[src/rtl/RISCV.sv]
// Shared RISC-V core constants: datapath width, register index width,
// x0 index and ALU operation encodings.
package RISCV;

  localparam int XLEN_DEF = 32;
  localparam int REG_W    = 5;
  localparam int ALUOP_WD = 4;

  localparam logic [REG_W-1:0] X0 = '0;

  typedef enum logic [ALUOP_WD-1:0] {
    ALU_ADD  = 4'd0,
    ALU_SUB  = 4'd1,
    ALU_AND  = 4'd2,
    ALU_OR   = 4'd3,
    ALU_XOR  = 4'd4,
    ALU_SLL  = 4'd5,
    ALU_SRL  = 4'd6,
    ALU_SRA  = 4'd7,
    ALU_SLT  = 4'd8,
    ALU_SLTU = 4'd9
  } alu_op_e;

endpackage

[src/rtl/id_hazard_unit.sv]
// Load-use hazard detection between the ID instruction and a load in EX.
module id_hazard_unit
  import RISCV::*;
(
  input  logic             id_valid,
  input  logic             id_use_rs1,
  input  logic             id_use_rs2,
  input  logic [REG_W-1:0] id_rs1,
  input  logic [REG_W-1:0] id_rs2,
  input  logic             ex_valid,
  input  logic             ex_mem_read,
  input  logic [REG_W-1:0] ex_rd,
  output logic             hazard
);

  logic hit1;
  logic hit2;

  assign hit1 = id_use_rs1 && (id_rs1 == ex_rd);
  assign hit2 = id_use_rs2 && (id_rs2 == ex_rd);

  assign hazard = id_valid && ex_valid && ex_mem_read
                && (ex_rd != X0) && (hit1 || hit2);

endmodule

[src/rtl/id_ex_pipe.sv]
// ID/EX pipeline register with operand select and load-use stall.
// Optional WB_BYPASS_EN forwards the writeback value into the operands.
module id_ex_pipe
  import RISCV::*;
#(
  parameter int XLEN    = XLEN_DEF,
  parameter int ALUOP_W = ALUOP_WD
) (
  input  logic               clk,
  input  logic               reset,
  input  logic               id_valid,
  input  logic [XLEN-1:0]    id_pc,
  input  logic [XLEN-1:0]    id_imm,
  input  logic [REG_W-1:0]   id_rs1,
  input  logic [REG_W-1:0]   id_rs2,
  input  logic [REG_W-1:0]   id_rd,
  input  logic [ALUOP_W-1:0] id_alu_op,
  input  logic               id_use_rs1,
  input  logic               id_use_rs2,
  input  logic               id_mem_read,
  input  logic               id_mem_write,
  input  logic               id_reg_write,
  input  logic [XLEN-1:0]    busA,
  input  logic [XLEN-1:0]    busB,
  input  logic               wb_reg_write,
  input  logic [REG_W-1:0]   wb_rd,
  input  logic [XLEN-1:0]    wb_data,
  input  logic               flush,
  output logic               ex_valid,
  output logic [XLEN-1:0]    ex_pc,
  output logic [XLEN-1:0]    ex_imm,
  output logic [XLEN-1:0]    ex_op_a,
  output logic [XLEN-1:0]    ex_op_b,
  output logic [REG_W-1:0]   ex_rs1,
  output logic [REG_W-1:0]   ex_rs2,
  output logic [REG_W-1:0]   ex_rd,
  output logic [ALUOP_W-1:0] ex_alu_op,
  output logic               ex_mem_read,
  output logic               ex_mem_write,
  output logic               ex_reg_write,
  output logic               stall
);

  logic            hazard;
  logic [XLEN-1:0] op_a;
  logic [XLEN-1:0] op_b;

  id_hazard_unit u_hazard (
    .id_valid    (id_valid),
    .id_use_rs1  (id_use_rs1),
    .id_use_rs2  (id_use_rs2),
    .id_rs1      (id_rs1),
    .id_rs2      (id_rs2),
    .ex_valid    (ex_valid),
    .ex_mem_read (ex_mem_read),
    .ex_rd       (ex_rd),
    .hazard      (hazard)
  );

  assign stall = hazard && !flush && !reset;

`ifdef WB_BYPASS_EN
  logic byp_a;
  logic byp_b;

  assign byp_a = wb_reg_write && (wb_rd != X0) && (wb_rd == id_rs1);
  assign byp_b = wb_reg_write && (wb_rd != X0) && (wb_rd == id_rs2);

  always_comb begin
    op_a = busA;
    op_b = busB;
    if (id_rs1 == X0) op_a = '0;
    else if (byp_a)   op_a = wb_data;
    if (id_rs2 == X0) op_b = '0;
    else if (byp_b)   op_b = wb_data;
  end
`else
  // Writeback dependencies are left to the scheduler in this build.
  logic wb_unused;
  assign wb_unused = ^{wb_reg_write, wb_rd, wb_data};

  always_comb begin
    op_a = busA;
    op_b = busB;
    if (id_rs1 == X0) op_a = '0;
    if (id_rs2 == X0) op_b = '0;
  end
`endif

  always_ff @(posedge clk) begin
    if (reset) begin
      ex_valid     <= 1'b0;
      ex_pc        <= '0;
      ex_imm       <= '0;
      ex_op_a      <= '0;
      ex_op_b      <= '0;
      ex_rs1       <= '0;
      ex_rs2       <= '0;
      ex_rd        <= '0;
      ex_alu_op    <= '0;
      ex_mem_read  <= 1'b0;
      ex_mem_write <= 1'b0;
      ex_reg_write <= 1'b0;
    end else if (flush || hazard) begin
      // Squash or bubble: only the control bits matter.
      ex_valid     <= 1'b0;
      ex_mem_read  <= 1'b0;
      ex_mem_write <= 1'b0;
      ex_reg_write <= 1'b0;
    end else begin
      ex_valid     <= id_valid;
      ex_pc        <= id_pc;
      ex_imm       <= id_imm;
      ex_op_a      <= op_a;
      ex_op_b      <= op_b;
      ex_rs1       <= id_rs1;
      ex_rs2       <= id_rs2;
      ex_rd        <= id_rd;
      ex_alu_op    <= id_alu_op;
      ex_mem_read  <= id_valid && id_mem_read;
      ex_mem_write <= id_valid && id_mem_write;
      ex_reg_write <= id_valid && id_reg_write && (id_rd != X0);
    end
  end

endmodule
[config.mk]
export PLATFORM = sky130hd
export DESIGN_NAME = id_ex_pipe
export DESIGN_NICKNAME = d
export VERILOG_FILES = /design/src/rtl/RISCV.sv /design/src/rtl/id_hazard_unit.sv /design/src/rtl/id_ex_pipe.sv
export SDC_FILE = /design/constraint.sdc
export NUM_CORES = 1
export LEC_CHECK = 0
export ABC_AREA = 1
export CORE_UTILIZATION = 34
export CTS_CLUSTER_DIAMETER = 120
export CTS_CLUSTER_SIZE = 25
export DETAILED_ROUTE_END_ITERATION = 10
export GPL_TIMING_DRIVEN = 1
export PLACE_DENSITY = 0.81
export SYNTH_ARGS = -nofsm -noshare
export SYNTH_HDL_FRONTEND = slang
export SYNTH_SLANG_ARGS = --single-unit
[constraint.sdc]
create_clock -name clk -period 1.7 [get_ports clk]
set_input_delay 0.34 -clock clk [delete_from_list [all_inputs] [get_ports clk]]
set_output_delay 0.34 -clock clk [all_outputs]
set_load 0.02 [all_outputs]
### Word level (Yosys, flattened, before mapping)

Cells that the tools add are included.

| storage, ports and cells | value |
|---|---|
| register bits after elaboration | 151 |
| input bits | 194 |
| output and inout bits | 152 |
| logic and storage cells | 37 |

| cells by class | value |
|---|---|
| eq/ne operators | 2 |
| muxes and demuxes | 2 |
| reduce and logical (&&, ||, !) cells | 21 |

Operators with widths:

| kind | number |
|---|---|
| two-way mux 32 bit | 2 |
| logical AND 1 bit | 12 |
| == test 5 bit | 2 |
| zero test 5 bit | 2 |
| nonzero test 5 bit | 2 |
| zero test 1 bit | 2 |
| logical OR 1 bit | 2 |
| OR reduction 2 bit | 1 |

### Depth between registers and ports, before layout

Gate-level depths: netlist (run 1).

| logic depth | value |
|---|---|
| depth in word-level cells | 6 |
| gate-level depth with buffers | 12 |
| gate-level depth less buffers | 10 |

### By module

From an unflattened synthesis (run 1), not the netlist that was laid out.

| unflattened totals | value |
|---|---|
| cells, all modules | 723 |
| area total of the unflattened synthesis | 5576.6 µm² |

By module, submodules not included:

| module | instances | cells an instance | area an instance (µm²) | seq. area each (µm²) |
|---|---|---|---|---|
| id_ex_pipe | 1 | 667 | 5346.4 | 3022.9 |
| id_hazard_unit | 1 | 56 | 230.2 | 0.0 |

### Least setup slack after synthesis (run 1)

OpenSTA, ideal clock, no wires.

| timing | value |
|---|---|
| path kind | register to output |
| from | reg ex_rd[2] |
| to | out stall |
| arrival time | 1.725 ns |
| data required time | 1.360 ns |
| slack | -0.365 ns |
| cell stages (with the launch flop) | 11 |
| buffers on the path | 2 |
| cells stage by stage | dfxtp_1 -> inv_2 -> nand2_1 -> nand2_1 -> nor2_1 -> nand3_1 -> nand2_1 -> nand2_2 -> buf_6 -> buf_4 -> nor3_1 |

| between the ends | value |
|---|---|
| longest elaborated chain between the ends | 6 |
| elaborated cells on any way between the ends | 10 |
| classes of those cells | eq/ne: 2; reduce/logical: 8 |

Ends and longest elaborated chain:

| item | line | RTL |
|---|---|---|
| start, declared | id_ex_pipe.sv:36 | `output logic [REG_W-1:0] ex_rd,` |
| start signal, assigned | id_ex_pipe.sv:118 | `ex_rd <= id_rd;` |
| == test 5 bit, on equally long branches | id_hazard_unit.sv:19, id_hazard_unit.sv:20 |  |
| logical AND 1 bit, on equally long branches | id_hazard_unit.sv:19, id_hazard_unit.sv:20 |  |
| logical OR 1 bit | id_hazard_unit.sv:23 | `&& (ex_rd != X0) && (hit1 \|\| hit2);` |
| logical AND 1 bit * | id_hazard_unit.sv:23 |  |
| logical AND 1 bit * (2 in a row) | id_ex_pipe.sv:60 | `assign stall = hazard && !flush && !reset;` |
| end, declared | id_ex_pipe.sv:41 | `output logic stall` |

Every way passes the cells marked *; elsewhere a longest branch is shown, timed or not.

### Worst setup path after layout (run 1)

| timing | value |
|---|---|
| from | reg ex_rd[4] |
| to | out stall |

The elaborated chain is that of the path after synthesis.

==> implementation parameters, run 1 <==
Parameter                              Value

Critical path
  Crit-path leading delay family ... simple AND/OR/NAND/NOR gates
  Cells on worst reg2reg path ... 14
  Cell seen most often among critical-path stages ... nand2_2
  Count of buffer and inverter cells on the critical path ... 2
  Crit path max fanout ... 4
  Endpoint of the lowest-slack register-to-register path ... ex_imm[23]$_SDFFE_PP0N_
  Critical path startpoint category ... register
  Worst path slowest cell ... dfxtp_4
  Internal reg-to-reg setup slack ... -220 ps
  Crit. End Element ... primary output
  Worst setup path class ... reg -> out
  FF-to-FF Start ... ex_rd[4]$_SDFFE_PP0N_
  WP data required ... 1360 ps
  Critical path data arrival time ... 1690 ps
  Maximum cell stage delay along the critical path ... 390 ps
  Critical Path, Cell by Cell ... inv_4 > nand2_2 > nand2_2 > nor2_2 > nand3_2 > nand2_4 > nand2_8 > nor3_4 > buf_6

Clock tree
  CTS tree ... built
  Cts hold-fix bufs ... 0
  Clock-pin transition on the worst setup and hold timing paths ... 60 ps
  Number of buffers inserted during clock tree synthesis ... 17
  Clock net sink count ... 151
  H-tree depth ... 4
  Clock tree root buffer cell ... clkbuf_16
  Clock latency of the later-clocked register in the worst-skew pair ... 420 ps
  Maximum number of buffers from clock root to sink ... 2

Global route
  Wire length of the first global-routing pass ... 42500 um
  Largest net degree at the start of global routing ... 63
  GRT Overall Usage ... 25.9%
  Vias in the first global route ... 7730
  Total overflow reported by the global router ... 0
  Number of antenna violations at the first check in global routing ... 3

Synthesis
  Gate Count Post-Synth ... 1037
  Yosys top cell by area ... dfxtp_1
  Syn_nets ... 1231
  Dominant cells by area after synthesis ... dfxtp_1 43%, nand2_1 13%, a21oi_1 10%
  Flops & latches, synth ... 151
  Sequential fraction of the synthesis area ... 43.0%
  Number of distinct library cells after synthesis ... 17
  Synthesized cell area ... 7030 um2
  Avg Synthesized Cell Area ... 6.78 um2
  Number of synthesis warnings ... 0
  Area share of the leading cell type in the synthesized netlist ... 43.0%

Routing
  Total Wirelength ... 28000 um
  Number of vias after detailed routing ... 8209
  Starting DRT DRC Count ... 424
  Drt pass-1 iters ... 7
  Drt drc ... 0
  Average wire per standard cell ... 16.7 um
  Routed Antenna Nets ... 0
  Via/cell ratio ... 4.90

Cells and area
  Non-filler instance count after layout ... 1676
  Net count reported at finish ... 1583
  Share of the core filled with cells ... 62.0%
  Area Overhead vs Synth ... 78.3%
  Share of final-layout standard cells stronger than drive strength 1 ... 18.0%
  Fin area ... 12500 um2

Timing
  Part of the cycle the worst path needs ... 119%
  Worst Max-Slew Pin Slew ... 365 ps
  Clock tree skew after final layout ... 9.92 ps
  RSZ-0062 raised after global routing ... true
  Final setup TNS ... -20850 ps
  Worst hold margin ... 425 ps
  Total setup violations reported at the end of the flow ... 152
  Final WS setup ... -327 ps
  Max Clock Freq ... 493 MHz
  Number of hold violations in the final report ... 0
  Number of slew-limit violations in the final report ... 0
  Min Clock Period, post-route ... 2030 ps
  Worst relative slew slack ... 75.8%

Status
  Violations in the final reports ... negative setup slack
  Status ... finished with violations

Min path
  Number of instances on the worst hold path ... 6
  Worst Min Path Start ... id_rs1[0]
  Hold WC Path Type ... in -> reg
  Destination of the worst hold path ... ex_rs1[0]$_SDFFE_PP0N_

Placement
  Final RePlAce weighted congestion ... 0.804
  Pre-CTS setup slack ... -870 ps
  Count of buffers from port buffering ... 307
  Sum of net half-perimeters after detailed placement ... 15400 um
  Post-Place Cells ... 1581
  Dpl cell area ... 10500 um2

Floorplanning
  Height of the die ... 146 um
  Core area ... 20200 um2
  Die area ... 21300 um2
  Die Width ... 146 um
  Number of rows created at floorplan ... 52
  Starting utilization of the core area ... 34.7%
  I/O pin total ... 346

Power and ir drop
  Static power due to leakage ... 6.52 nW
  Final Power ... 9.68 mW
  Power per unit of standard cell area ... 772 nW/um2
  Peak ir drop on the vdd network ... 758 uV

Flow run
  Count of max-cap constraint violations ... 0
[routing by layer]
metal | routed length [um] | global-route usage (%) | part of all wire, % | vias up
met4 | 1040 | 12.1 | 3.7 | 0
met2 | 13800 | 45.3 | 49 | 382
met3 | 2360 | 6.14 | 8.4 | 58
met1 | 10800 | 29.8 | 39 | 3759
met5 | 0 | 0 | 0 | -
li1 | - | - | - | 4010
[synthesized netlist by cell type]
cell and number:
inv_1 88, nand3_1 131, nor3_1 3, clkbuf_1 40, nand4_1 4, nor2_1 159, inv_2 6, buf_2 11
buf_4 1, nand2_1 240, dfxtp_1 151, nand2_2 1, o21ai_0 1, nand3_2 20, buf_1 11, buf_6 23
a21oi_1 147
[power breakdown]
group          total (mW)  internal (mW)  switching [mW]
combinational        1.95          0.928            1.02
sequential           3.93           3.78           0.150
clock                3.80           2.24            1.55
[worst max path at each step]
stage,startpoint,to,slack [ps],depth (start not counted)
after floorplan,ex_rd[3]$_SDFFE_PP0N_,stall,-20,10
after global placement,id_rs1[1],stall,-890,10
after detailed placement,id_rs1[1],stall,-870,10
after CTS,ex_rd[3]$_SDFFE_PP0N_,stall,-280,9
after global routing,ex_rd[4]$_SDFFE_PP0N_,stall,-450,9
final,ex_rd[4]$_SDFFE_PP0N_,stall,-330,9
[sequential cells by signal, indices dropped and copies added (netlist names)]
register and count:
ex_valid 1, ex_mem_read 1, ex_op_b 32, ex_op_a 32, ex_imm 32, ex_mem_write 1
ex_rs1 5, ex_alu_op 4, ex_pc 32, ex_rd 5, ex_rs2 5, ex_reg_write 1
[worst min-delay path: stages]
cell	delay (ps)
dlymetal6s2s_1	100
inv_2	60
buf_4	120
nand3_1	70
nand2_1	40
nor2_1	70
[cell usage in the layout, fill, tap and decap left out, types with 5 or more instances in the layout]
| master | count |
|---|---|
| nand2_2 | 5 |
| dfxtp_1 | 146 |
| nand2_1 | 234 |
| clkdlybuf4s50_1 | 146 |
| nand3_1 | 121 |
| nand3_2 | 30 |
| clkbuf_16 | 17 |
| buf_16 | 30 |
| inv_1 | 85 |
| dfxtp_4 | 5 |
| a21oi_2 | 53 |
| buf_12 | 20 |
| bufbuf_16 | 6 |
| nor2_1 | 156 |
| dlygate4sd2_1 | 157 |
| a21oi_1 | 93 |
| buf_4 | 54 |
[cell type report]
class	count	area [um2]
timing repair buffer	419	4740
clock inverter	11	124
tap	270	338
multi-input combinational	706	3450
antenna	4	10.0
inverter	94	370
sequential	151	3040
clock buffer	21	460
fill	1749	7700
[repair_timing]
action | CTS | global route
endpoints found under the setup margin | 293 | 153
gates resized for setup | 276 | 22
cloned | 32 | 0
pin swaps | 7 | 15
buffers inserted | 17 | 11
[kinds of logic after synthesis]
kind of cell / synth area share (%)
AOI/OAI and AO/OA: 10.5
buffers and inverters: 12.3
DFF: 43.0
and+or+nand+nor: 34.1
Power figures use the tool's default switching activity.
==> run 2, diff against run 1 <==
--- a/config.mk
+++ b/config.mk
@@ -6,11 +6,12 @@
 export NUM_CORES = 1
 export LEC_CHECK = 0
 export ABC_AREA = 1
+export CORE_MARGIN = 3
 export CORE_UTILIZATION = 34
 export CTS_CLUSTER_DIAMETER = 120
 export CTS_CLUSTER_SIZE = 25
 export DETAILED_ROUTE_END_ITERATION = 10
-export GPL_TIMING_DRIVEN = 1
+export GPL_TIMING_DRIVEN = 0
 export PLACE_DENSITY = 0.81
 export SYNTH_ARGS = -nofsm -noshare
 export SYNTH_HDL_FRONTEND = slang
==> run 2 against run 1 <==
Effect of this change: highest routed layer is now met5; non-clock buffer count rose by 28; design area increased by 3.3%; die area rose by 5.6%; sequential power about the same; largest power group unchanged; cell count up 1.3%; register-to-register slack got worse by 110 ps; via count is 3.7% higher; critical path depth unchanged; utilization up 3.1 points; maximum frequency down 6.6%; the run still ends with negative setup slack left; sequential share of layout area decreased by 0.77 points.
==> implementation parameters, run 2 (synthesized netlist as in run 1, its figures left out) <==
Parameter                              Value

Critical path
  Crit path max fanout ... 4 (unchanged)
  FF-to-FF Start ... ex_rd[1]$_SDFFE_PP0N_
  Critical path startpoint category ... register
  Crit. End Element ... primary output
  Worst setup path class ... reg -> out
  Critical Path Source ... ex_rd[1]$_SDFFE_PP0N_
  Critical path data arrival time ... 1830 ps (+140 ps)
  WP data required ... 1360 ps (about the same)

Global route
  Met3 GRT Util ... 9.33% (+3.2 points)
  Global Route met1 Usage ... 28.1% (-1.7 points)
  Vias in the first global route ... 8359 (+8.1%)
  Total overflow reported by the global router ... 0 (unchanged)
  Largest net degree at the start of global routing ... 17 (-73%)
  Number of antenna violations at the first check in global routing ... 5 (+2)
  Wire length of the first global-routing pass ... 45300 um (+6.5%)
  GRT Overall Usage ... 25.9% (-0.027 points)
  Grt peak-use layer ... met2
  Met2 capacity usage during global routing ... 45.2% (-0.11 points)

Timing
  Worst relative slew slack ... 50.9% (-25 points)
  RSZ-0062 raised after global routing ... true
  Part of the cycle the worst path needs ... 128% (+8.4 points)
  Max Clock Freq ... 461 MHz (-6.6%)
  Worst hold margin ... 353 ps (-72.0 ps)
  Final WS setup ... -471 ps (-144 ps)
  Min Clock Period, post-route ... 2170 ps (+144 ps)
  Number of hold violations in the final report ... 0 (unchanged)
  Number of slew-limit violations in the final report ... 0 (unchanged)
  Total setup violations reported at the end of the flow ... 151 (-0.66%)
  Clock tree skew after final layout ... 8.63 ps (-1.29 ps)
  Worst Max-Slew Pin Slew ... 737 ps (+372 ps)

Placement
  Count of buffers from port buffering ... 307 (unchanged)
  Pre-CTS setup slack ... -1220 ps (-346 ps)
  Post-Place Cells ... 1609 (+1.8%)
  Final RePlAce weighted congestion ... 0.871 (+8.3%)
  Sum of net half-perimeters after detailed placement ... 19400 um (+26%)

Cells and area
  Most frequent cells in the layout ... 223 x nand2_1, 157 x dlygate4sd2_1, 153 x nor2_1, 147 x clkdlybuf4s50_1, 146 x dfxtp_1
  Share of final-layout standard cells stronger than drive strength 1 ... 24.1% (+6.1 points)
  Non-filler instance count after layout ... 1698 (+1.3%)
  Area Overhead vs Synth ... 84.2%
  Number of filler instances in the final layout ... 1625 (-7.1%)
  Most frequent standard cell in the layout excluding fill and tap cells ... nand2_1
  Net count reported at finish ... 1611 (+1.8%)

Routing
  Number of vias after detailed routing ... 8515 (+3.7%)
  Total Wirelength ... 30700 um (+9.7%)
  Routed Antenna Nets ... 0 (unchanged)
  Drt drc ... 0 (unchanged)
  Via/cell ratio ... 5.01 (+2.4%)
  Average wire per standard cell ... 18.1 um (+8.2%)
  Drt pass-1 iters ... 5 (-2)
  Starting DRT DRC Count ... 414 (-2.4%)

Floorplanning
  Number of rows created at floorplan ... 51 (-1.9%)
  Core area ... 19900 um2 (-1.6%)
  I/O pin total ... 346 (unchanged)
  Die area ... 22400 um2 (+5.6%)
  Starting utilization of the core area ... 35.3% (+0.57 points)
  Die Width ... 150 um (+2.7%)
  Height of the die ... 150 um (+2.7%)

Status
  Status ... finished with violations
  Violations in the final reports ... negative setup slack

Power and ir drop
  Final Power ... 9.94 mW (+2.7%)
  Static power due to leakage ... 6.54 nW (+0.19%)
  Peak ir drop on the vdd network ... 659 uV (-13%)
  Power per unit of standard cell area ... 768 nW/um2 (-0.54%)

Clock tree
  Clock net sink count ... 151 (unchanged)
  Maximum number of buffers from clock root to sink ... 2 (unchanged)
  H-tree depth ... 4 (unchanged)
  Cts hold-fix bufs ... 0 (unchanged)
  Number of buffers inserted during clock tree synthesis ... 17 (unchanged)
  Clock tree root buffer cell ... clkbuf_16
  CTS tree ... built
  Clock latency of the later-clocked register in the worst-skew pair ... 420 ps (about the same)
  Clock-pin transition on the worst setup and hold timing paths ... 70 ps (about the same)

Flow run
  Count of max-cap constraint violations ... 0 (unchanged)

Min path
  Hold WC Path Type ... in -> reg
  Worst Min Path Start ... id_rs2[0]
-- run 2: cell type report --
type                       count  area (um2)  area share (%)
tap                          265         332            2.56
clock inverter                12         140            1.08
sequential                   151        3040            23.5
inverter                      94         358            2.76
buffer                        84         667            5.15
antenna                        3        7.51          0.0580
multi-input combinational    706        3940            30.4
clock buffer                  20         467            3.60
timing repair buffer         363        4000            30.9
-- run 2: worst paths after layout --
path / endpoint / cells after the start / slack (ps)
setup / recovery: stall / 9 / -470
hold / removal: ex_rs2[0]$_SDFFE_PP0N_ / 5 / 350
setup reg to reg: ex_op_b[8]$_SDFFE_PP0N_ / 14 / -330
hold reg to reg: ex_pc[18]$_SDFFE_PP0N_ / 2 / 470
-- run 2: timing repair --
item | in CTS | in global routing
resized for setup | 374 | 96
gates cloned | 26 | 1
endpoints found under the setup margin | 301 | 152
pin swaps | 101 | 53
setup buffers | 26 | 7
endpoints found under the hold margin | 0 | 0
-- run 2: power breakdown --
part	switching (mW)	internal (mW)
registers	0.173	3.78
logic	1.13	0.928
clock network	1.63	2.30
-- run 2: metrics by stage --
stage / area (um2) / setup TNS, ps / util (%)
3_3_place_gp: 10500 / -112310 / 52.5
5_1_grt: 12900 / -45400 / 65.0
6_report: 12900 / -34100 / 65.0
2_1_floorplan: 7050 / -15.9 / -
4_1_cts: 12600 / -49440 / 63.4
3_5_place_dp: 10500 / -117770 / 52.5
-- run 2: worst max-delay path, stage by stage, from the launching register on --
cell and delay (ps):
dfxtp_4 380, inv_4 40, nand4_1 150, nand4_1 150, inv_2 120, nand2_4 70, buf_8 120, buf_8 110
nor3_4 120, buf_6 140
-- run 2: routing by layer --
metal	share of wire [%]	vias up	wire length [um]
li1	-	4064	-
met1	37	3957	11300
met2	50	405	15300
met3	9.4	85	2870
met4	4.0	4	1230
met5	0.072	-	22
